## src/rtl/vec_mem_sequencer_if.sv

```systemverilog
// Core-side request/response bundle for vec_mem_sequencer.
// The core is the master; the sequencer is the slave.
interface vec_mem_sequencer_if #(
  parameter int DATA_W = 32,
  parameter int LANES  = 6
);
  logic                      req;
  logic                      we;
  logic                      VecOp;
  logic [31:0]               address;
  logic [LANES*DATA_W-1:0]   wd;
  logic [LANES*DATA_W-1:0]   rd;
  logic                      busy;
  logic                      ack;
  logic                      err;

  modport master (output req, we, VecOp, address, wd,
                  input  rd, busy, ack, err);
  modport slave  (input  req, we, VecOp, address, wd,
                  output rd, busy, ack, err);
endinterface

```

## src/rtl/vec_mem_sequencer.sv

```systemverilog
// Sequences scalar/vector core accesses into 32-bit beats on a single-port data RAM.
// Optional memory-init loader requester is enabled by defining LOADER_PORT_EN.
module vec_mem_sequencer #(
  parameter int DATA_W    = 32,
  parameter int LANES     = 6,
  parameter int RAM_BASE  = 31000,
  parameter int RAM_DEPTH = 4096
) (
  input  logic                         clk,
  input  logic                         rst,
  vec_mem_sequencer_if.slave           core,
  output logic                         o_ram_en,
  output logic                         o_ram_we,
  output logic [$clog2(RAM_DEPTH)-1:0] o_ram_addr,
  output logic [DATA_W-1:0]            o_ram_wd,
  input  logic [DATA_W-1:0]            i_ram_rd
`ifdef LOADER_PORT_EN
  ,
  input  logic                         i_ld_req,
  input  logic [31:0]                  i_ld_addr,
  input  logic [DATA_W-1:0]            i_ld_wd,
  output logic                         o_ld_ack
`endif
);

  localparam int AW = $clog2(RAM_DEPTH);
  localparam int BW = $clog2(LANES + 1);

  typedef enum logic [1:0] {
    S_IDLE,
    S_ACCESS,
    S_DRAIN,
    S_DONE
  } state_t;

  state_t                        r_state;
  logic [BW-1:0]                 r_beat;
  logic                          r_we;
  logic                          r_vec;
  logic                          r_ld;
  logic [LANES-1:0][DATA_W-1:0]  r_wd;
  logic [LANES-1:0][DATA_W-1:0]  r_rd;
  logic                          r_busy;
  logic                          r_done;
  logic                          r_err;
  logic                          r_ram_en;
  logic                          r_ram_we;
  logic [AW-1:0]                 r_ram_addr;
  logic [DATA_W-1:0]             r_ram_wd;

  logic                          w_req;
  logic                          w_req_ld;
  logic                          w_req_we;
  logic                          w_req_vec;
  logic [31:0]                   w_req_addr;
  logic [LANES-1:0][DATA_W-1:0]  w_req_wd;
  logic [32:0]                   w_req_end;
  logic                          w_oor;
  logic [BW-1:0]                 w_last_beat;
  logic [BW-1:0]                 w_next_beat;
  logic [BW-1:0]                 w_prev_beat;

`ifdef LOADER_PORT_EN
  // Loader has priority; its accesses are always scalar writes.
  assign w_req_ld   = i_ld_req;
  assign w_req      = i_ld_req | core.req;
  assign w_req_we   = i_ld_req ? 1'b1 : core.we;
  assign w_req_vec  = i_ld_req ? 1'b0 : core.VecOp;
  assign w_req_addr = i_ld_req ? i_ld_addr : core.address;
  assign w_req_wd   = i_ld_req ? {{((LANES-1)*DATA_W){1'b0}}, i_ld_wd} : core.wd;
  assign o_ld_ack   = r_done & r_ld;
`else
  assign w_req_ld   = 1'b0;
  assign w_req      = core.req;
  assign w_req_we   = core.we;
  assign w_req_vec  = core.VecOp;
  assign w_req_addr = core.address;
  assign w_req_wd   = core.wd;
`endif

  // 33-bit end address so a request near 2^32 cannot wrap past the check.
  assign w_req_end   = {1'b0, w_req_addr} + (w_req_vec ? 33'(LANES) : 33'd1);
  assign w_oor       = (w_req_addr < 32'(RAM_BASE)) ||
                       (w_req_end > 33'(RAM_BASE + RAM_DEPTH));
  assign w_last_beat = r_vec ? BW'(LANES - 1) : '0;
  assign w_next_beat = r_beat + BW'(1);
  assign w_prev_beat = r_beat - BW'(1);

  always_ff @(posedge clk or posedge rst) begin
    if (rst) begin
      r_state    <= S_IDLE;
      r_beat     <= '0;
      r_we       <= 1'b0;
      r_vec      <= 1'b0;
      r_ld       <= 1'b0;
      r_wd       <= '0;
      r_rd       <= '0;
      r_busy     <= 1'b0;
      r_done     <= 1'b0;
      r_err      <= 1'b0;
      r_ram_en   <= 1'b0;
      r_ram_we   <= 1'b0;
      r_ram_addr <= '0;
      r_ram_wd   <= '0;
    end else begin
      case (r_state)
        S_IDLE: begin
          if (w_req) begin
            r_busy <= 1'b1;
            r_we   <= w_req_we;
            r_vec  <= w_req_vec;
            r_ld   <= w_req_ld;
            r_wd   <= w_req_wd;
            r_beat <= '0;
            if (w_oor) begin
              r_state <= S_DONE;
              r_done  <= 1'b1;
              r_err   <= 1'b1;
            end else begin
              r_state    <= S_ACCESS;
              r_ram_en   <= 1'b1;
              r_ram_we   <= w_req_we;
              r_ram_addr <= AW'(w_req_addr - 32'(RAM_BASE));
              r_ram_wd   <= w_req_wd[0];
            end
          end
        end
        S_ACCESS: begin
          // RAM returns the previous beat's word this cycle.
          if (r_beat != '0 && !r_we)
            r_rd[w_prev_beat] <= i_ram_rd;
          r_beat <= w_next_beat;
          if (r_beat == w_last_beat) begin
            r_ram_en <= 1'b0;
            r_ram_we <= 1'b0;
            if (r_we) begin
              r_state <= S_DONE;
              r_done  <= 1'b1;
            end else begin
              r_state <= S_DRAIN;
            end
          end else begin
            r_ram_addr <= r_ram_addr + AW'(1);
            r_ram_wd   <= r_wd[w_next_beat];
          end
        end
        S_DRAIN: begin
          if (r_vec) begin
            r_rd[w_prev_beat] <= i_ram_rd;
          end else begin
            r_rd    <= '0;
            r_rd[0] <= i_ram_rd;
          end
          r_state <= S_DONE;
          r_done  <= 1'b1;
        end
        default: begin
          r_state <= S_IDLE;
          r_done  <= 1'b0;
          r_err   <= 1'b0;
          r_busy  <= 1'b0;
        end
      endcase
    end
  end

  assign core.rd   = r_rd;
  assign core.busy = r_busy;
  assign core.ack  = r_done & ~r_ld;
  assign core.err  = r_err;
  assign o_ram_en   = r_ram_en;
  assign o_ram_we   = r_ram_we;
  assign o_ram_addr = r_ram_addr;
  assign o_ram_wd   = r_ram_wd;

endmodule
```

## src/flat_wrapper.sv

```systemverilog
// flat-port wrapper written by rule: the top's interface ports become plain ports
module vec_mem_sequencer_flat 
#(
  parameter int DATA_W    = 32,
  parameter int LANES     = 6,
  parameter int RAM_BASE  = 31000,
  parameter int RAM_DEPTH = 4096
)
  (clk, rst, o_ram_en, o_ram_we, o_ram_addr, o_ram_wd, i_ram_rd, core_req, core_we, core_VecOp, core_address, core_wd, core_rd, core_busy, core_ack, core_err);
  vec_mem_sequencer_if #(.DATA_W(DATA_W), .LANES(LANES)) core_i ();
  input  logic clk;
  input  logic rst;
  output logic o_ram_en;
  output logic o_ram_we;
  output logic [$clog2(RAM_DEPTH)-1:0] o_ram_addr;
  output logic [DATA_W-1:0] o_ram_wd;
  input  logic [DATA_W-1:0] i_ram_rd;
  input wire logic [$bits(core_i.req)-1:0] core_req;
  input wire logic [$bits(core_i.we)-1:0] core_we;
  input wire logic [$bits(core_i.VecOp)-1:0] core_VecOp;
  input wire logic [$bits(core_i.address)-1:0] core_address;
  input wire logic [$bits(core_i.wd)-1:0] core_wd;
  output wire logic [$bits(core_i.rd)-1:0] core_rd;
  output wire logic [$bits(core_i.busy)-1:0] core_busy;
  output wire logic [$bits(core_i.ack)-1:0] core_ack;
  output wire logic [$bits(core_i.err)-1:0] core_err;
  assign core_i.req = core_req;
  assign core_i.we = core_we;
  assign core_i.VecOp = core_VecOp;
  assign core_i.address = core_address;
  assign core_i.wd = core_wd;
  assign core_rd = core_i.rd;
  assign core_busy = core_i.busy;
  assign core_ack = core_i.ack;
  assign core_err = core_i.err;
  vec_mem_sequencer #(.DATA_W(DATA_W), .LANES(LANES), .RAM_BASE(RAM_BASE), .RAM_DEPTH(RAM_DEPTH)) u_core (.clk(clk), .rst(rst), .core(core_i), .o_ram_en(o_ram_en), .o_ram_we(o_ram_we), .o_ram_addr(o_ram_addr), .o_ram_wd(o_ram_wd), .i_ram_rd(i_ram_rd));
endmodule
```

## config.mk

```make
export PLATFORM = sky130hd
export DESIGN_NAME = vec_mem_sequencer_flat
export DESIGN_NICKNAME = d
export VERILOG_FILES = /design/src/rtl/vec_mem_sequencer_if.sv /design/src/rtl/vec_mem_sequencer.sv /design/src/flat_wrapper.sv
export SDC_FILE = /design/constraint.sdc
export NUM_CORES = 1
export LEC_CHECK = 0
export CAP_MARGIN = 20
export CORE_MARGIN = 8
export CORE_UTILIZATION = 50
export DETAILED_ROUTE_END_ITERATION = 16
export PLACE_DENSITY = 0.88
export SLEW_MARGIN = 10
export SYNTH_ARGS = -nofsm -noshare
export SYNTH_HDL_FRONTEND = slang
export SYNTH_SLANG_ARGS = --single-unit
```

## constraint.sdc

```tcl
create_clock -name clk -period 16.9 [get_ports clk]
set_clock_uncertainty 0.2 [all_clocks]
set_input_delay 3.38 -clock clk [delete_from_list [all_inputs] [get_ports clk]]
set_output_delay 3.38 -clock clk [all_outputs]
set_load 0.02 [all_outputs]
```

==> flow_metrics.py, run 1 <==
metrics = {
    "drt": {
        "routed-via-count": 16900,
        "drtIter0Drc": 1413,
        "drc_errors": 0,
        "drtAntennaViolNets": 0,
        "totalWireLength_um": 66400,
        "viasPerCell": 5.84,
        "post_drt_wl_per_cell_um": 22.9,
        "drt_first_pass_iters": 6,
    },
    "floorplan": {
        "ios": 502,
        "start_util_pct": 50.2,
        "core_area_sq_um": 40600,
        "die_x_um": 218,
        "die_area_sq_um": 47500,
        "rows": 74,
        "die_y_um": 218,
    },
    "placement": {
        "place_hpwl_um": 45900,
        "port_buffers": 501,
        "post_dp_cell_area_sq_um": 25800,
        "gp_congestion": 0.870,
    },
    "cts": {
        "cts_root_buffer": "clkbuf_16",
        "cts_tree": "built",
        "ctsHoldBuffers": 0,
        "post_cts_buffers": 0,
        "clkSlewWorstSetupHoldPaths_ns": 0.06,
        "cts_resized": 0,
        "htreeDepth": 2,
        "cts.sinks": 440,
        "cts_inserted_buffers": 46,
        "clockBufferDepth": 3,
        "clk_latency_ns": 0.57,
    },
    "yosys": {
        "yosysTopAreaCell": "dfrtp_1",
        "yosysWarningCount": 0,
        "synthCells": 1866,
        "syn_avg_cell_area_sq_um": 10.9,
        "synth_seq_cells": 440,
        "syn_area_sq_um": 20400,
        "syn_nets": 2141,
        "synth_edf_count": 0,
        "synth_top_area_share_pct": 54.1,
        "yosysSeqAreaShare_pct": 54.1,
        "synth_cell_type_count": 68,
        "ys_top_cells_by_area": "dfrtp_1 (54%), mux2_2 (13%), nand2_1 (6.8%)",
        "dominantRegCellSynth": "dfrtp_1",
        "async_reset_ff_share_pct": 100,
    },
    "sta": {
        "finalMaxSlewViolations": 0,
        "finalSetupViolCount": 0,
        "grt_setup_unrepaired": "no",
        "hold_violations": 0,
        "post-route-period-util_pct": 45.9,
        "tns_ns": 0,
        "fin_crit_ns": 7.76,
        "tightestPinTransition_ns": 1.04,
        "maxSlewHeadroom_pct": 30.8,
        "fmax_ghz": 0.129,
    },
    "grt": {
        "antenna_found_initial": 15,
        "grt-ovfl-total": 0,
        "grt_pass1_vias": 17600,
        "grtUsageTotal_pct": 27.0,
        "grt_pass1_wl_um": 101000,
        "grt_max_degree": 145,
    },
    "hold_path": {
        "hold_class": "reg2reg",
        "holdPathStages": 1,
    },
    "setup_path": {
        "end_kind": "flip-flop",
        "cp_num_buf_inv": 3,
        "path_cells": "clkdlybuf4s50_1, inv_1, ha_1, fa_1, a21o_1, nand2_1, or3_1, or4_1, a211oi_1, o2111ai_1, o31a_1, a21oi_4, buf_4, mux2_2",
        "critical_path.top_delay_family": "compound AO/OA/AOI/OAI gates",
        "crit_arrival_ns": 8.01,
        "slowest_delay_ns": 0.50,
        "cp-start-kind": "input port",
        "cp.required_ns": 17.15,
        "crit_type": "in2reg",
        "reg2reg_depth": 7,
        "critical_path_depth": 14,
        "path_max_fanout": 34,
        "cp_slowest_cell": "clkdlybuf4s50_1",
    },
    "cells_and_area": {
        "drive_gt1_share_pct": 16.3,
        "final_area_sq_um": 27400,
        "nets": 2587,
        "syn2layout_area_growth_pct": 34.7,
    },
    "status": {
        "status": "finished, final reports clean",
    },
    "job": {
        "drv_cap": 0,
    },
    "power": {
        "power_density_nw_per_um2": 201,
        "p_leak_nw": 11.1,
        "peakVddDrop_uv": 125,
    },
}
## per-stage QoR
| stage | std cells | total power [mW] | hold slack (ns) | utilization, % | setup slack, ns |
|---|---|---|---|---|---|
| final | 2894 | 5.50 | 0.285 | 67.6 | 9.14 |
| after floorplan | 1866 | 3.41 | 0.274 | - | 1.06 |
| after CTS | 2877 | 5.50 | 0.287 | 67.4 | 9.21 |
| after global routing | 2893 | 5.77 | 0.306 | 67.6 | 9.01 |
| after global placement | 2794 | 4.32 | 0.268 | 63.6 | 8.75 |
| after detailed placement | 2794 | 4.45 | 0.274 | 63.6 | 8.64 |
## cell families (layout without fill, tap and decap cells)
group | count (synthesis) | in the layout | synth area share, %
DFF | 440 | 440 | 54.1
other | 0 | 15 | 0
buffers and inverters | 152 | 633 | 2.99
xor gates and xnor gates | 14 | 14 | 0.602
AOI/OAI and AO/OA | 335 | 335 | 9.45
and+or+nand+nor | 584 | 584 | 12.4
muxes | 327 | 327 | 19.6
adders and majority gates | 14 | 14 | 0.897
## synth_stat cells, types with 5 or more instances
| cell | instances |
|---|---|
| buf_1 | 9 |
| mux2i_1 | 36 |
| clkbuf_1 | 111 |
| and3_1 | 6 |
| and2_1 | 6 |
| xnor2_1 | 10 |
| or3_1 | 5 |
| mux2_2 | 232 |
| mux4_2 | 32 |
| nand4_1 | 14 |
| nand3_1 | 18 |
| nor2b_1 | 6 |
| o21ai_0 | 18 |
| nor4_1 | 16 |
| nor3_1 | 53 |
| a211oi_1 | 5 |
| ha_1 | 13 |
| a31oi_1 | 7 |
| a211o_1 | 5 |
| nand2_1 | 367 |
| dfrtp_1 | 440 |
| nor2_1 | 67 |
| a21oi_1 | 245 |
| inv_1 | 23 |
| and4_1 | 6 |
| mux2_1 | 27 |
## final cells by class
cell class                 count  area (sq um)
sequential                   440         11000
antenna                       15          37.5
timing repair buffer         527          5250
inverter                      23          93.8
multi-input combinational   1274          8840
clock buffer                  67          1330
fill                        2844         13100
clock inverter                16           195
tap                          532           666
## routing by layer
layer | share of wire, % | track usage, % | vias to the layer above
met2 | 50 | 45.4 | 795
met3 | 7.5 | 6.37 | 188
met5 | 0.012 | 0 | -
met1 | 37 | 31.7 | 8445
met4 | 5.4 | 14.8 | 2
li1 | - | - | 7478
## power by group
group,switching [mW],total (mW),internal (mW)
combinational,1.38,2.61,1.23
sequential,0.316,1.87,1.55
clock,0.425,1.02,0.597
## cell usage in the layout (no fill, tap or decap), drive strengths merged, types with 4 or more instances in the layout
master         instances
clkdlybuf4s50        501
dfrtp                440
nand2                367
mux2                 259
a21oi                246
nor2                  67
clkbuf                67
nor3                  53
mux2i                 36
mux4                  32
inv                   27
buf                   26
nand3                 19
o21ai                 18
nor4                  16
diode                 15
nand4                 14
ha                    13
xnor2                 10
clkinv                 8
and4                   7
a31oi                  7
and2                   6
nor2b                  6
and3                   6
or3                    5
a211o                  5
a211oi                 5
nand2b                 4
xor2                   4
o22ai                  4
o41ai                  4
o31ai                  4
or2                    4
## path summary, 6_finish.rpt
path                                          start             endpoint  slack, ns
worst min register to register  u_core.o_ram_wd[28]  u_core.o_ram_wd[28]       0.29
worst min-delay path            u_core.o_ram_wd[28]  u_core.o_ram_wd[28]       0.29
min in group asynchronous                       rst   u_core.core.rd[27]       3.21
max in group asynchronous                       rst     u_core.r_wd[154]      10.78
worst max register to register    u_core.r_state[0]     u_core.r_wd[101]      12.87
worst max-delay path                     core_VecOp   u_core.o_ram_wd[8]       9.14
## sequential cells by signal, indices dropped and copies added (netlist names)
name / flops
u_core.r_vec: 1
u_core.o_ram_en: 1
u_core.o_ram_we: 1
u_core.core.busy: 1
u_core.core.rd: 192
u_core.o_ram_wd: 32
u_core.core.err: 1
u_core.r_done: 1
u_core.r_we: 1
u_core.r_state: 2
u_core.r_wd: 192
u_core.r_beat: 3
u_core.o_ram_addr: 12
No activity file was read; power rests on OpenSTA's default activity.
==> run 2: changes to the inputs <==
CORE_UTILIZATION = 45   (was 50)
PLACE_DENSITY = 0.84   (was 0.88)
clock period = 6.9 ns   (was 16.9 ns; I/O delays follow)
==> run 2 against run 1 <==
Critical endpoint is now u_core.o_ram_wd[6]. Power grew 140%. Sequential share of layout area decreased by 0.14 points. Largest cell class unchanged. Final cell count up 2.0%.
==> flow_metrics.py, run 2 (synthesis gave the netlist of run 1 again) <==
metrics = {
    "setup_path": {
        "cp.required_ns": 7.14,
        "cp-start-kind": "input port",
        "cp_num_buf_inv": 3,
        "critical_path.top_delay_family": "compound AO/OA/AOI/OAI gates",
        "crit_arrival_ns": 5.97,
        "rrSetupSlack_ns": 3.13,
        "end_kind": "flip-flop",
        "reg2reg_depth": 7,
        "reg2reg_from": "u_core.r_beat[0]",
        "path_cells": "clkdlybuf4s50_1, inv_1, ha_1, fa_1, a21o_1, nand2_1, or3_1, or4_1, a211oi_1, o2111ai_1, o31a_1, a21oi_4, buf_12, mux2_2",
        "crit_type": "in2reg",
        "path_max_fanout": 34,
        "slowest_delay_ns": 0.50,
        "cp_slowest_cell": "or4_1",
        "r2r_end": "u_core.o_ram_wd[27]",
    },
    "sta": {
        "fin_crit_ns": 5.72,
        "tns_ns": 0,
        "fmax_ghz": 0.175,
        "maxSlewHeadroom_pct": 22.4,
        "finalMaxSlewViolations": 0,
        "hold_violations": 0,
        "post-route-period-util_pct": 83.0,
        "finalSetupViolCount": 0,
        "grt_setup_unrepaired": "no",
        "tightestPinTransition_ns": 1.16,
    },
    "drt": {
        "drtAntennaViolNets": 0,
        "drc_errors": 0,
        "drt_first_pass_iters": 6,
        "routed-via-count": 16700,
        "wl_met3_um": 4690,
        "maxUsedRoutingLayer": "met5",
        "totalWireLength_um": 66200,
        "drtIter0Drc": 1666,
        "post_drt_wl_per_cell_um": 22.4,
        "viasPerCell": 5.66,
        "routedLengthMet1_um": 25400,
        "wl_met2_um": 32500,
    },
    "placement": {
        "post_dp_cell_area_sq_um": 26000,
        "gp_congestion": 0.870,
        "place_hpwl_um": 46400,
        "port_buffers": 501,
    },
    "floorplan": {
        "ios": 502,
        "rows": 78,
        "die_x_um": 229,
        "die_area_sq_um": 52300,
        "start_util_pct": 45.3,
        "die_y_um": 229,
        "core_area_sq_um": 45000,
    },
    "grt": {
        "grt_max_degree": 190,
        "grt-ovfl-total": 0,
        "antenna_found_initial": 10,
        "grt_pass1_vias": 17200,
        "grt_pass1_wl_um": 101000,
        "grtUsageTotal_pct": 24.2,
    },
    "cts": {
        "cts.sinks": 440,
        "htreeDepth": 2,
        "post_cts_buffers": 0,
        "ctsHoldBuffers": 0,
        "cts_inserted_buffers": 46,
        "cts_root_buffer": "clkbuf_16",
        "cts_tree": "built",
        "cts_resized": 0,
        "clk_latency_ns": 0.56,
        "clkSlewWorstSetupHoldPaths_ns": 0.06,
        "clockBufferDepth": 3,
    },
    "hold_path": {
        "worstHoldStart": "u_core.o_ram_wd[25]",
        "hold_class": "reg2reg",
        "holdPathStages": 1,
        "hold_path_end": "u_core.o_ram_wd[25]",
    },
    "power": {
        "power_density_nw_per_um2": 489,
        "p_comb_share_pct": 47.4,
        "p_sw_share_pct": 38.3,
        "p_int_mw": 8.30,
        "power.share.sequential_pct": 33.8,
        "power.total_mw": 13.5,
        "p_sw_mw": 5.16,
        "power.share.clock_pct": 18.8,
        "peakVddDrop_uv": 352,
        "p_leak_nw": 11.1,
    },
    "cells_and_area": {
        "final_cell_mix": "clkdlybuf4s50_1 (501), dfrtp_1 (439), nand2_1 (366)",
        "final_area_sq_um": 27500,
        "mostFrequentLayoutCell": "clkdlybuf4s50_1",
        "nets": 2585,
        "drive_gt1_share_pct": 16.5,
        "syn2layout_area_growth_pct": 35.1,
    },
    "job": {
        "drv_cap": 0,
    },
    "status": {
        "status": "finished, final reports clean",
    },
}
[run 2: power by group through the flow]
stage          sequential, mW  clock (mW)  combinational, mW
3_5_place_dp             4.57           0               6.37
4_1_cts                  4.54        2.58               6.41
2_1_floorplan            5.06           0               3.30
6_report                 4.55        2.53               6.38
5_1_grt                  4.68        2.68               6.80
3_3_place_gp             4.48           0               6.19
[run 2: stage by stage]
stage | worst slack, ns | hold WS, ns | cells | utilization [%]
finish | 1.18 | 0.288 | 2953 | 61.2
global route | 1.01 | 0.307 | 2953 | 61.2
CTS | 1.23 | 0.294 | 2943 | 61.1
detailed placement | 0.645 | 0.275 | 2861 | 57.7
global placement | 0.774 | 0.269 | 2861 | 57.7
floorplan | -0.625 | 0.274 | 1866 | -
[run 2: worst max path at each step]
stage / depth (start not counted) / from / end
after floorplan: 1 / rst / u_core.core.busy
after detailed placement: 14 / core_VecOp / u_core.o_ram_wd[2]
after global placement: 14 / core_VecOp / u_core.o_ram_wd[4]
after global routing: 14 / core_VecOp / u_core.o_ram_wd[20]
after CTS: 14 / core_VecOp / u_core.o_ram_wd[2]
final: 14 / core_VecOp / u_core.o_ram_wd[6]
[run 2: final cells by class]
type / count / area (sq um)
diodes: 9 / 22.5
inverters: 23 / 90.1
repair buffers: 525 / 5260
multi-input cells: 1274 / 8850
well taps: 600 / 751
clock buffers: 63 / 1330
fillers: 3495 / 17500
clock inverters: 19 / 210
flip-flops and latches: 440 / 11000
[run 2: worst register-to-register path: cells and delay by family (launching register included)]
kind	cells	cell delay (ns)
adders and majority gates	1	0.63
muxes	2	0.99
DFF	1	0.72
buffers and inverters	2	0.85
AOI/OAI and AO/OA	2	0.26
[run 2: per-layer routing]
layer  vias up  track usage (%)
met2       724             40.2
met1      8324             29.5
li1       7477                -
met3       192             5.36
met5         -                0
met4         4             12.3
==> run 3: changes to the inputs <==
CORE_UTILIZATION = 50   (was 45)
PLACE_DENSITY = 0.88   (was 0.84)
clock period = 6 ns   (was 6.9 ns; I/O delays follow)
==> run 3 against run 2 <==
Sequential power up 16%. Routed wire length up 2.6%. Sequential cell count stayed put. Register-to-register slack got worse by 0.90 ns. Global-route usage is 3.5 points higher. Non-clock buffer count rose by 5. Setup slack got worse by 0.28 ns. Cell area about the same. First-iteration DRC count rose by 10%. Combinational power increased by 16%. Sequential share of layout area about the same. Clock-buffer cell count is 4 higher. Critical path type unchanged.
==> flow_metrics.py, run 3 (synthesis gave the netlist of run 1 again) <==
metrics = {
    "sta": {
        "finalSetupViolCount": 0,
        "maxSlewHeadroom_pct": 25.8,
        "fin_crit_ns": 5.10,
        "hold_violations": 0,
        "finalMaxSlewViolations": 0,
        "tightestPinTransition_ns": 1.11,
        "hold_slack_ns": 0.292,
        "post-route-period-util_pct": 85.1,
        "fmax_ghz": 0.196,
        "setup_slack_ns": 0.897,
        "grt_setup_unrepaired": "no",
    },
    "floorplan": {
        "die_x_um": 218,
        "core_area_sq_um": 40600,
        "start_util_pct": 50.2,
        "ios": 502,
        "die_y_um": 218,
        "die_area_sq_um": 47500,
        "rows": 74,
    },
    "setup_path": {
        "reg2reg_from": "u_core.r_beat[0]",
        "cp-start-kind": "input port",
        "path_max_fanout": 36,
        "startpoint": "core_VecOp",
        "crit_arrival_ns": 5.34,
        "end_kind": "flip-flop",
        "cp.required_ns": 6.24,
        "crit_type": "in2reg",
    },
    "cells_and_area": {
        "finalNonFillerCells": 2895,
        "mostFrequentLayoutCell": "clkdlybuf4s50_1",
        "final_cell_mix": "clkdlybuf4s50_1 (501), dfrtp_1 (439), nand2_1 (366)",
        "fill_cells": 2829,
        "drive_gt1_share_pct": 16.7,
        "syn2layout_area_growth_pct": 35.0,
        "final_area_sq_um": 27500,
        "nets": 2590,
    },
    "cts": {
        "ctsHoldBuffers": 0,
        "clkSlewWorstSetupHoldPaths_ns": 0.06,
        "htreeDepth": 2,
        "cts_root_buffer": "clkbuf_16",
        "post_cts_buffers": 0,
        "cts_resized": 0,
        "cts.sinks": 440,
        "clk_latency_ns": 0.58,
        "cts_inserted_buffers": 46,
        "cts_tree": "built",
        "clockBufferDepth": 3,
    },
    "grt": {
        "grt_pass1_vias": 18100,
        "grt_max_degree": 162,
        "grt-ovfl-total": 0,
        "grtUsageTotal_pct": 27.7,
        "antenna_found_initial": 14,
        "grt_pass1_wl_um": 104000,
    },
    "drt": {
        "drtIter0Drc": 1835,
        "viasPerCell": 5.96,
        "routed-via-count": 17300,
        "post_drt_wl_per_cell_um": 23.4,
        "drc_errors": 0,
        "totalWireLength_um": 67900,
        "drtAntennaViolNets": 0,
        "drt_first_pass_iters": 6,
    },
    "power": {
        "power.total_mw": 15.6,
        "p_leak_nw": 11.2,
        "power_density_nw_per_um2": 568,
        "peakVddDrop_uv": 372,
    },
    "job": {
        "drv_cap": 0,
    },
    "placement": {
        "place_ws_ns": 0.409,
        "place_hpwl_um": 46900,
        "post_dp_cell_area_sq_um": 25900,
        "gp_congestion": 0.864,
        "dp.cells": 2798,
        "port_buffers": 501,
    },
    "status": {
        "status": "finished, final reports clean",
    },
    "hold_path": {
        "hold_class": "reg2reg",
        "worstHoldStart": "u_core.o_ram_wd[3]",
    },
}
==> run 3: cell types whose count changed in the layout (fill, tap and decap cells not counted), sizes merged <==
cell | previous run | this run
diode | 9 | 12
clkbuf | 64 | 67
bufinv | 4 | 2
buf | 23 | 29
==> run 3: critical path, stage by stage <==
cell and delay [ns]:
clkdlybuf4s50_1 0.53, inv_1 0.12, ha_1 0.21, fa_1 0.29, a21o_1 0.19, nand2_1 0.08
or3_1 0.39, or4_1 0.50, a211oi_1 0.37, o2111ai_1 0.29, o31a_1 0.36, a21oi_4 0.14
buf_12 0.26, mux2_1 0.38
==> run 3: worst paths after layout <==
| kind | end | slack (ns) | depth (start not counted) |
|---|---|---|---|
| worst max register to register | u_core.o_ram_wd[10] | 2.23 | 7 |
| min in group asynchronous | u_core.core.rd[154] | 0.84 | 2 |
| worst min register to register | u_core.o_ram_wd[3] | 0.29 | 1 |
| worst max-delay path | u_core.o_ram_wd[1] | 0.90 | 14 |
| max in group asynchronous | u_core.r_wd[34] | 3.46 | 3 |
| worst min-delay path | u_core.o_ram_wd[3] | 0.29 | 1 |
==> run 3: area by class of cell <==
class | instances | area (sq um) | share of cell area, %
Clock inverter | 17 | 161 | 0.587
Clock buffer | 67 | 1390 | 5.06
Sequential cell | 440 | 11000 | 40.0
Antenna cell | 12 | 30.0 | 0.109
Inverter | 23 | 90.1 | 0.327
Tap cell | 532 | 666 | 2.42
Timing Repair Buffer | 530 | 5320 | 19.3
Multi-Input combinational cell | 1274 | 8840 | 32.1
==> run 3: stage by stage <==
| stage | TNS, ns | util (%) |
|---|---|---|
| after floorplan | -591.91 | - |
| after global placement | 0 | 63.9 |
| after detailed placement | 0 | 63.9 |
| after CTS | 0 | 67.7 |
| after global routing | 0 | 67.8 |
| final | 0 | 67.8 |
==> run 3: where the power goes <==
part	internal [mW]	switching (mW)
registers	4.37	0.910
logic	3.50	3.94
clock network	1.70	1.21
==> run 3: metal layers <==
layer	GRT usage (%)	vias up	wire length, um
li1	-	7495	-
met1	33.0	8649	24500
met2	46.2	871	33500
met3	6.28	247	5480
met4	15.5	2	4310
met5	0	-	15
==> RTL edit 1, RTL diff (settings of run 1) <==
`RAM_DEPTH` is set to 4096 in 2 places; all go to 2048.
--- a/src/rtl/vec_mem_sequencer.sv
+++ b/src/rtl/vec_mem_sequencer.sv
@@ -6,3 +6,3 @@
   parameter int RAM_BASE  = 31000,
-  parameter int RAM_DEPTH = 4096
+  parameter int RAM_DEPTH = 2048
 ) (
--- a/src/flat_wrapper.sv
+++ b/src/flat_wrapper.sv
@@ -6,3 +6,3 @@
   parameter int RAM_BASE  = 31000,
-  parameter int RAM_DEPTH = 4096
+  parameter int RAM_DEPTH = 2048
 )
Interface: changed (resized o_ram_addr); port bits go from 502 to 501. No check against the original RTL was run, so the function may have changed too.
==> RTL edit 1 against run 1 <==
Core utilization rose by 0.68 points; area after synthesis fell by 1.3%; design area fell by 1.0%; cell count fell by 2.2%; total power fell by 5.8%; sequential cell count fell by 1; worst setup slack improved by 0.43 ns; die area fell by 1.2%; routed wire length fell by 2.1%.
==> RTL edit 1: results (changes against run 1) <==
Critical path
  • RR Startpoint: u_core.r_state[1]$_DFFE_PP0P_
  • CP Max Fanout: 36 (+5.9%)
  • Flop-to-flop setup slack: 13.02 ns (+0.15 ns)
  • Worst R2R Path Depth: 8 (+1)
  • Worst flop-to-flop path endpoint: u_core.core.rd[3]$_DFFE_PP0P_
  • Worst path max stage delay: 0.55 ns (+0.05 ns)
  • CP Data Arrival Time: 7.57 ns (-0.44 ns)
  • Worst setup endpoint: u_core.o_ram_wd[1]$_DFFE_PP0P_

Hold path
  • Hold/Removal Path Class: reg -> reg
  • Sink of the worst hold path: u_core.o_ram_wd[18]$_DFFE_PP0P_
  • Min-delay src: u_core.o_ram_wd[18]$_DFFE_PP0P_

Global route
  • Number of global-route vias before repair: 17500 (-0.64%)
  • First-pass GRT wire length: 101000 um (-0.65%)
  • Pin count of the biggest net entering global routing: 195 (+34%)
  • Met1 Use GR: 31.0% (-0.70 points)
  • GR Util met2: 45.1% (-0.29 points)
  • Gr usage total: 26.9% (-0.066 points)
  • Met3 Track Usage GR: 8.11% (+1.7 points)
  • Initial antenna violation count: 12 (-3)

Logic synthesis
  • Synth Flop Type: dfrtp_1
  • Register area share after synthesis: 54.6% (+0.59 points)
  • Async set-reset flop share out of synthesis: 100% (unchanged)
  • Synth cell count leaders: dfrtp_1 (439), nand2_1 (360), a21oi_1 (242)
  • Synth Area in Adders: 0.909% (+0.012 points)
  • XOR/XNOR Fraction of Synth Area: 0.697% (+0.095 points)
  • YS warnings: 0 (unchanged)
  • Yosys cell types: 75 (+10%)
  • Main area contributors after synthesis: dfrtp_1 (55%), mux2_2 (13%), nand2_1 (6.7%)
  • Mean Syn Cell Area: 11.1 sq um (+1.3%)
  • Post-Syn Nets: 2094 (-2.2%)
  • Compound-Gate Fraction of Synth Area: 8.72% (-0.73 points)
  • Mux cell area share after synthesis: 20.0% (+0.34 points)

Placed design
  • Final HPWL DP: 45600 um (-0.67%)
  • IO Port Bufs: 500 (-0.20%)
  • Routability congestion estimate: 0.881 (+1.3%)
  • Post-Place Cells: 2745 (-1.8%)
  • Pre-CTS setup slack: 9.07 ns (+0.434 ns)
  • Post-DP Area: 25600 sq um (-0.96%)

Routing
  • Met3 WL: 5800 um (+16%)
  • Total Wirelength: 65000 um (-2.1%)
  • DR iter-0 viols: 1476 (+4.5%)
  • Routed wl met2: 31900 um (-4.3%)
  • Post-Route M1 WL: 23700 um (-3.3%)
  • Via density: 5.87 (+0.54%)
  • Routed WL per cell: 23.0 um (about the same)

CTS
  • Total CTS buffers: 45 (-2.2%)

Final layout
  • Area of the multi-input gates: 8640 sq um (-2.3%)
  • Filler Cells Inserted: 2756 (-3.1%)
  • Ratio of cells with drive above 1 in the final layout: 16.4% (+0.17 points)
  • Final nets: 2543 (-1.7%)

STA
  • Fin Hold WS: 0.293 ns (+0.00803 ns)
  • Tightest Pin Transition: 1.12 ns (+0.0770 ns)
  • PnR worst setup slack: 9.58 ns (+0.433 ns)

Power
  • Max IR drop VDD: 0.131 mV (+4.4%)
  • Leak Pwr: 11.1 nW (about the same)

Run status
  • Status: complete, no violations
[RTL edit 1: cell types whose count changed after synthesis, moves of 4 or more]
cell      before  now
clkbuf_1     111  102
mux2i_1       36   41
nand2_1      367  360
nand3_1       18   25
nand4_1       14   10
nor2_1        67   71
nor2b_1        6    1
nor3_1        53   44
nor4_1        16    6
o21ai_0       18   14
[RTL edit 1: where the power goes]
part	internal [mW]	leakage, nW	switching [mW]
logic	1.11	4.94	1.22
clock network	0.620	0.741	0.424
registers	1.51	5.45	0.295
total	3.24	11.1	1.94
[RTL edit 1: worst max-delay path, delay by kind of cell]
family	cells	cell delay [ns]
AOI/OAI and AO/OA	5	1.46
and+or+nand+nor	3	0.93
buffers and inverters	2	0.64
adders and majority gates	2	0.63
muxes	1	0.48
[RTL edit 1: cell type report]
cell class,count,area share [%]
repair buffers,523,19.2
well taps,525,2.42
flip-flops and latches,439,40.5
clock inverters,15,0.968
clock buffers,63,4.70
multi-input cells,1235,31.8
diodes,7,0.0645
inverters,24,0.360
==> RTL edit 2, RTL diff (settings of run 1) <==
Made on the original files. Encoding of `state_t`: now one-hot (4 bits for 4 states).
--- a/src/rtl/vec_mem_sequencer.sv
+++ b/src/rtl/vec_mem_sequencer.sv
@@ -28,7 +28,7 @@
 
-  typedef enum logic [1:0] {
-    S_IDLE,
-    S_ACCESS,
-    S_DRAIN,
-    S_DONE
+  typedef enum logic [3:0] {
+    S_IDLE   = 4'b0001,
+    S_ACCESS = 4'b0010,
+    S_DRAIN  = 4'b0100,
+    S_DONE   = 4'b1000
   } state_t;
Formal check against the unedited RTL: same outputs for any inputs over 4 cycles, from zero or initial values and one cycle with rst high; so few cycles prove little.
==> RTL edit 2 against run 1 <==
Worst setup slack improved by 0.091 ns; routed wire length rose by 4.4%; via count increased by 9.4%; global-route usage grew 1.4 points; first-iteration DRC count up 59%; area after synthesis down 0.12%; hold slack got worse by 0.012 ns; design area fell by 0.69%; critical endpoint unchanged; sequential cell count is 2 higher; highest routed layer is now met4.
Power is not compared: it rests on default switching activity, and its combinational part moved more than twofold at a synthesized area within 25%.
==> RTL edit 2: results (changes against run 1) <==
Routing
  • DR iter-0 viols: 2243 (+59%)
  • Via count: 18500 (+9.4%)
  • Routed WL per cell: 21.6 um (-5.7%)
  • First-pass DRT Iterations: 6 (unchanged)

Critical path
  • Worst path top cell family by delay: simple AND/OR/NAND/NOR gates
  • Worst R2R Path Depth: 5 (-2)
  • CP Max Fanout: 42 (+24%)
  • Worst flop-to-flop path endpoint: u_core.o_ram_wd[8]$_DFFE_PP0P_
  • Worst path max stage delay: 0.57 ns (+0.07 ns)
  • Flop-to-flop setup slack: 13.25 ns (+0.38 ns)
  • RR Startpoint: u_core.r_state[0]$_DFFE_PP1P_
  • Critical-path top delay cell: clkdlybuf4s50_1
  • CP Launch Point: core_VecOp

Global route
  • Pin count of the biggest net entering global routing: 189 (+30%)
  • First-pass GRT wire length: 107000 um (+5.2%)
  • Number of global-route vias before repair: 18800 (+6.8%)
  • Initial antenna violation count: 2 (-13)
  • Gr usage total: 28.4% (+1.4 points)

Logic synthesis
  • YS warnings: 0 (unchanged)
  • Compound-Gate Fraction of Synth Area: 8.43% (-1.0 points)
  • Post-Syn Nets: 2475 (+16%)
  • Top-area cell type share of the netlist area: 54.2% (+0.19 points)
  • Async set-reset flop share out of synthesis: 100% (unchanged)
  • XOR/XNOR Fraction of Synth Area: 0.603% (+0.00070 points)
  • Yosys cell types: 73 (+7.4%)
  • Synth cell count leaders: nand2_1 (963), dfrtp_1 (441), a21oi_1 (212)
  • Synth Area in Adders: 0.590% (-0.31 points)
  • Register area share after synthesis: 54.4% (+0.32 points)
  • Mux cell area share after synthesis: 9.51% (-10 points)
  • Main area contributors after synthesis: dfrtp_1 (54%), nand2_1 (18%), a21oi_1 (5.2%)

Final layout
  • Ratio of cells with drive above 1 in the final layout: 8.65% (-7.6 points)
  • Final nets: 2910 (+12%)
  • Filler Cells Inserted: 2899 (+1.9%)

Placed design
  • Final HPWL DP: 48300 um (+5.3%)
  • Routability congestion estimate: 0.921 (+5.9%)
  • IO Port Bufs: 501 (unchanged)

Power
  • Leak Pwr: 12.2 nW
  • Max IR drop VDD: approximately 0.084 mV

CTS
  • PostCTS Resize Cnt: 0 (unchanged)
  • Clk Latency, worst-skew pair: between 0.5 and 0.6 ns
  • Clock buffer depth: 3 (unchanged)
  • Root buffer cell: clkbuf_16
  • Clock-pin slew on the worst setup and hold paths: 0.06 ns (about the same)
  • Total CTS buffers: 45 (-2.2%)

Hold path
  • Hold/Removal Path Class: reg -> reg

Run status
  • Status: complete, no violations

STA
  • Tightest Pin Transition: 1.14 ns (+0.0973 ns)
[RTL edit 2: cell count changes after synthesis, sizes merged, moves of 6 or more]
cell    before  now
nand3       19   29
a22oi        1    7
mux2       259   67
inv         23   11
clkbuf     111  117
o21ai       18   50
a21oi      246  212
and3         6   12
nand2      367  964
nor2        67   32
nor3        53   46
[RTL edit 2: how the worst min path moves through the flow]
stage,end,start,depth (start not counted)
after floorplan,u_core.r_wd[100]$_DFFE_PP0P_,u_core.r_wd[100]$_DFFE_PP0P_,2
after global placement,u_core.r_wd[22]$_DFFE_PP0P_,u_core.r_wd[22]$_DFFE_PP0P_,2
after detailed placement,u_core.r_wd[78]$_DFFE_PP0P_,u_core.r_wd[78]$_DFFE_PP0P_,2
after CTS,u_core.r_wd[78]$_DFFE_PP0P_,u_core.r_wd[78]$_DFFE_PP0P_,2
after global routing,u_core.r_wd[78]$_DFFE_PP0P_,u_core.r_wd[78]$_DFFE_PP0P_,2
final,u_core.r_wd[22]$_DFFE_PP0P_,u_core.r_wd[22]$_DFFE_PP0P_,2
[RTL edit 2: cell families (layout without fill, tap and decap cells)]
kind of cell | after synthesis | in the layout
AOI/OAI and AO/OA | 310 | 310
xor gates and xnor gates | 14 | 14
adders and majority gates | 9 | 9
buffers and inverters | 148 | 613
DFF | 442 | 442
muxes | 133 | 133
other | 0 | 2
and+or+nand+nor | 1149 | 1149
[RTL edit 2: through the flow]
step	hold slack [ns]	worst slack [ns]	instance area [sq um]	std cells	total power [mW]
2_1_floorplan	0.240	1.01	20300	2205	1.85
3_5_place_dp	0.257	8.73	25700	3124	2.09
4_1_cts	0.272	9.33	27200	3201	3.14
6_report	0.274	9.24	27200	3204	3.13
3_3_place_gp	0.252	8.84	25700	3124	2.05
5_1_grt	0.282	9.11	27200	3204	3.29
[RTL edit 2: area by class of cell]
class | instances | share of cell area, %
antenna | 2 | 0.0184
clock buffer | 65 | 4.85
clock inverter | 12 | 0.767
inverter | 11 | 0.179
multi-input combinational | 1615 | 31.9
sequential | 442 | 40.6
tap | 532 | 2.44
timing repair buffer | 525 | 19.2
[RTL edit 2: per-layer routing]
layer	vias to the layer above	routed length (um)	track usage, %
li1	8173	-	-
met1	9001	25700	34.4
met2	1126	33600	47.3
met3	203	6220	6.35
met4	0	3770	14.7
met5	-	0	0
[RTL edit 2: power groups by stage]
stage	combinational, mW	sequential (mW)	clock, mW
finish	0.659	1.44	1.04
global route	0.737	1.46	1.09
CTS	0.660	1.43	1.05
detailed placement	0.650	1.44	0
global placement	0.621	1.43	0
floorplan	0.435	1.41	0
[RTL edit 2: worst register-to-register path: cells and delay by family (launching register included)]
family	cells	cell delay (ns)
compound gates	1	0.37
flops	1	0.56
mux	1	0.43
simple gates	3	1.98
